$ cat src/rtl/ripple_sync.sv
// Synchronizes an asynchronous ripple counter, filters transient codes and reports settled counts over valid/ready.
// Optional feature: define RIPPLE_SYNC_WRAP_CNT_EN to add the 8-bit wrapCount output.
module ripple_sync #(
  parameter int WIDTH  = 4,
  parameter int STABLE = 2
) (
  input  logic             clock,
  input  logic             reset_,
  input  logic [WIDTH-1:0] countIn,
  output logic [WIDTH-1:0] value,
  output logic             valid,
  input  logic             ready,
  output logic             step,
  output logic             wrap,
  output logic             overrun
`ifdef RIPPLE_SYNC_WRAP_CNT_EN
  ,
  output logic [7:0]       wrapCount
`endif
);

  localparam logic [3:0] STABLE_C = 4'(STABLE);

  // Handshake: value is offered while valid=1; it is consumed at a rising edge with valid=1 and ready=1.
  logic [WIDTH-1:0] r_s1;
  logic [WIDTH-1:0] r_s2;
  logic [3:0]       r_run;
  logic [WIDTH-1:0] r_settled;
  logic [WIDTH-1:0] r_value;
  logic             r_valid;
  logic             r_step;
  logic             r_wrap;
  logic             r_overrun;

  logic             w_chg;
  logic [3:0]       w_run_nxt;
  logic             w_accept;
  logic             w_step;
  logic             w_wrap;

  // r_s1 is what r_s2 takes at this edge, so a change is visible before it lands.
  always_comb begin
    w_chg     = (r_s1 != r_s2);
    w_run_nxt = r_run;
    if (w_chg) begin
      w_run_nxt = 4'd1;
    end else if (r_run != STABLE_C) begin
      w_run_nxt = r_run + 4'd1;
    end
    w_accept = (w_run_nxt == STABLE_C) && (w_chg || (r_run != STABLE_C));
    w_step   = w_accept && (r_s1 != r_settled);
    w_wrap   = w_step && (r_settled == {WIDTH{1'b1}}) && (r_s1 == '0);
  end

  always_ff @(posedge clock or negedge reset_) begin
    if (!reset_) begin
      r_s1      <= '0;
      r_s2      <= '0;
      r_run     <= '0;
      r_settled <= '0;
      r_value   <= '0;
      r_valid   <= 1'b0;
      r_step    <= 1'b0;
      r_wrap    <= 1'b0;
      r_overrun <= 1'b0;
    end else begin
      r_s1      <= countIn;
      r_s2      <= r_s1;
      r_run     <= w_run_nxt;
      r_step    <= w_step;
      r_wrap    <= w_wrap;
      r_overrun <= w_step && r_valid && !ready;
      if (w_step) begin
        r_settled <= r_s1;
        r_value   <= r_s1;
        r_valid   <= 1'b1;
      end else if (r_valid && ready) begin
        r_valid   <= 1'b0;
      end
    end
  end

`ifdef RIPPLE_SYNC_WRAP_CNT_EN
  logic [7:0] r_wrap_cnt;

  always_ff @(posedge clock or negedge reset_) begin
    if (!reset_) begin
      r_wrap_cnt <= '0;
    end else if (w_wrap) begin
      r_wrap_cnt <= r_wrap_cnt + 8'd1;
    end
  end

  assign wrapCount = r_wrap_cnt;
`endif

  assign value   = r_value;
  assign valid   = r_valid;
  assign step    = r_step;
  assign wrap    = r_wrap;
  assign overrun = r_overrun;

endmodule

$ cat config.mk
export PLATFORM = sky130hd
export DESIGN_NAME = ripple_sync
export DESIGN_NICKNAME = d
export VERILOG_FILES = /design/src/rtl/ripple_sync.sv
export SDC_FILE = /design/constraint.sdc
export NUM_CORES = 1
export LEC_CHECK = 0
export ABC_AREA = 1
export CAP_MARGIN = 5
export CORE_AREA = 2 2 47 49
export CTS_CLUSTER_SIZE = 25
export DETAILED_ROUTE_END_ITERATION = 10
export DIE_AREA = 0 0 49 51
export MAX_ROUTING_LAYER = met4
export PLACE_DENSITY_LB_ADDON = 0.3
export SLEW_MARGIN = 20
export SYNTH_ARGS = -nofsm -noshare
export SYNTH_HDL_FRONTEND = slang
export SYNTH_SLANG_ARGS = --single-unit
$ cat constraint.sdc
create_clock -name clock -period 2.09 [get_ports clock]
set_input_delay 0.209 -clock clock [delete_from_list [all_inputs] [get_ports clock]]
set_output_delay 0.209 -clock clock [all_outputs]
set_load 0.01 [all_outputs]
==> impl_metrics.ini <==
[outcome]
status = finished, final reports clean

[route]
wirelength_mm = 1.71
route.detailed.drc = 0
first_iter_violations = 18
wl_per_cell_um = 10.5
firstDrtPassIters = 4
vias_per_cell = 4.47
ant_nets = 0
num_vias = 728

[yosys]
netlist_top_cells_count = nand2_1, dfrtp_1, inv_1
netlist_area_um2 = 972
syn_area_per_cell_um2 = 8.38
ys_top_cells_by_area = dfrtp_1, nand2_1, inv_1, nor2_1, nand4_1
syn_inst = 116
synth-edff-count = 0
synth_top_cell_area_share = 0.515
async_flop_share = 1.00
synth_most_common_cell = nand2_1
synthDistinctLibCells = 15
yosys_most_used_dff = dfrtp_1
ys_ff_latch = 20
synth_top_cell_by_area = dfrtp_1
yosys_warnings = 0
synth_fp_nets = 125
synth_seq_area_share = 0.515

[critical_path]
cp.arrival_ps = 1800
end_kind = register
timing.rr.start = r_run[0]
cp_max_fo = 8
cp.required_ps = 2300
ff2ff_path_depth = 10
critPathKind = reg -> reg
rrSetupSlack_ps = 500
r2r-end = value[1]
start_kind = register

[placed_design]
place_congestion = 0.829
place_area_mm2 = 0.00115
dp_hpwl_mm = 1.35
pre_cts_slack_ps = 491
portBuffers = 14

[clock_tree]
clk_latency_ps = 300
cts_root_buffer = clkbuf_4
cts_setup_buffers = 0
cts_buffer_depth = 2
clk_pin_slew_ps = 120
cts-buffers-inserted = 3
postCtsHoldBufs = 0
clock-sinks = 20
h-tree-depth = 1
tritoncts = yes
cts-resized-gates = 0

[finish]
final_layout_size_suffix_gt1_frac = 0.148
antenna_cells = 0
synthToLayoutAreaGrowth_pct = 24.2
nNetsFinal = 145
finish.instance_area_mm2 = 0.00121

[timing]
max_slew.worst_pin.slew_ps = 248
slew_viol_final = 0
final-setup-viol-count = 0
rsz0062_at_grt = false
timing.hold.ws_ps = 219
finalCriticalPeriod_ps = 1590
clock_skew_ps = 6.76
relSlewSlack = 0.834
fmax_mhz = 628
tns_ps = 0
setup_ws_ps = 496
period_share = 0.762
hold_violations = 0

[floorplan]
initial_core_util = 0.471
num_rows = 17
die_h_um = 51
io_pins = 15
die-width_um = 49
fp.coreArea_mm2 = 0.00206
dieArea_mm2 = 0.00250

[grt]
grt_max_degree = 21
grt_pass1_vias = 688
overflow = 0
grt_usage = 0.165
antenna_found_initial = 0
grt_pass1_wl_mm = 3.02

[power_and_ir_drop]
leakage_nw = 0.636
power_mw = 1.05
powerDensity_mw_per_mm2 = 871
worst_ir_drop_vdd_v = 0.000627

[run]
maxCapViolCount = 0

[worst_hold_path]
min_path_type = in -> async
==> registers in the layout (all words and copies together) (netlist names) <==
register and cells:
step 1, overrun 1, value 4, wrap 1, r_s1 4, r_s2 4
r_run 4, valid 1
==> cell usage in the layout (no fill, tap or decap), drive strengths merged <==
cell           synthesis  routed
nand2                 47      47
inv                   22      22
dfrtp                 20      20
nor2                  15      15
clkdlybuf4s50          0      14
nand4                  6       6
nand3                  4       4
clkbuf                 0       3
ha                     2       2
bufinv                 0       1
buf                    0       1
==> cells by family (layout without fill, tap and decap cells) <==
kind of cell,count (synthesis),in the layout,synth area share
simple gates,72,72,0.375
buf+inv,22,41,0.0849
fa+ha+maj,2,2,0.0257
flops,20,20,0.515
==> power breakdown <==
part	internal [mW]	switching, mW
Combinational	0.123	0.131
Sequential	0.432	0.0511
Clock	0.194	0.121
==> worst max path at each step <==
| stage | from | end | slack [ps] | cells past startpoint |
|---|---|---|---|---|
| after floorplan | r_run[0] | value[0] | 630 | 10 |
| after global placement | r_run[0] | value[2] | 560 | 10 |
| after detailed placement | r_run[0] | value[1] | 490 | 10 |
| after CTS | r_run[0] | value[1] | 480 | 10 |
| after global routing | r_run[0] | value[1] | 340 | 10 |
| final | r_run[0] | value[1] | 500 | 10 |
==> cell type report <==
cell class / instances / area [um^2]
inverter: 22 / 82.6
tap: 28 / 35.0
multi-input combinational: 74 / 389
clock inverter: 1 / 30.0
clock buffer: 3 / 22.5
sequential: 20 / 500
timing repair buffer: 15 / 148
fill: 193 / 856
==> per-layer routing <==
layer  global-route usage  share of wire
met2                0.256           0.49
met3               0.0263          0.030
met4               0.0571          0.015
met5                    -              0
met1                0.224           0.47
==> stage by stage <==
step                      cells   util
after floorplan             116      -
after global placement      159  0.560
after detailed placement    159  0.560
after CTS                   163  0.585
after global routing        163  0.585
final                       163  0.585
==> worst max-delay path: stages, from the launching register on <==
cell and delay [ps]:
dfrtp_1 430, inv_1 80, ha_1 210, nand2_1 70, nor2_1 60, nand2_1 60
nand2_1 120, nor2_8 180, nand4_4 170, nand2_1 90, nand2_1 50
Power figures use the tool's default switching activity.
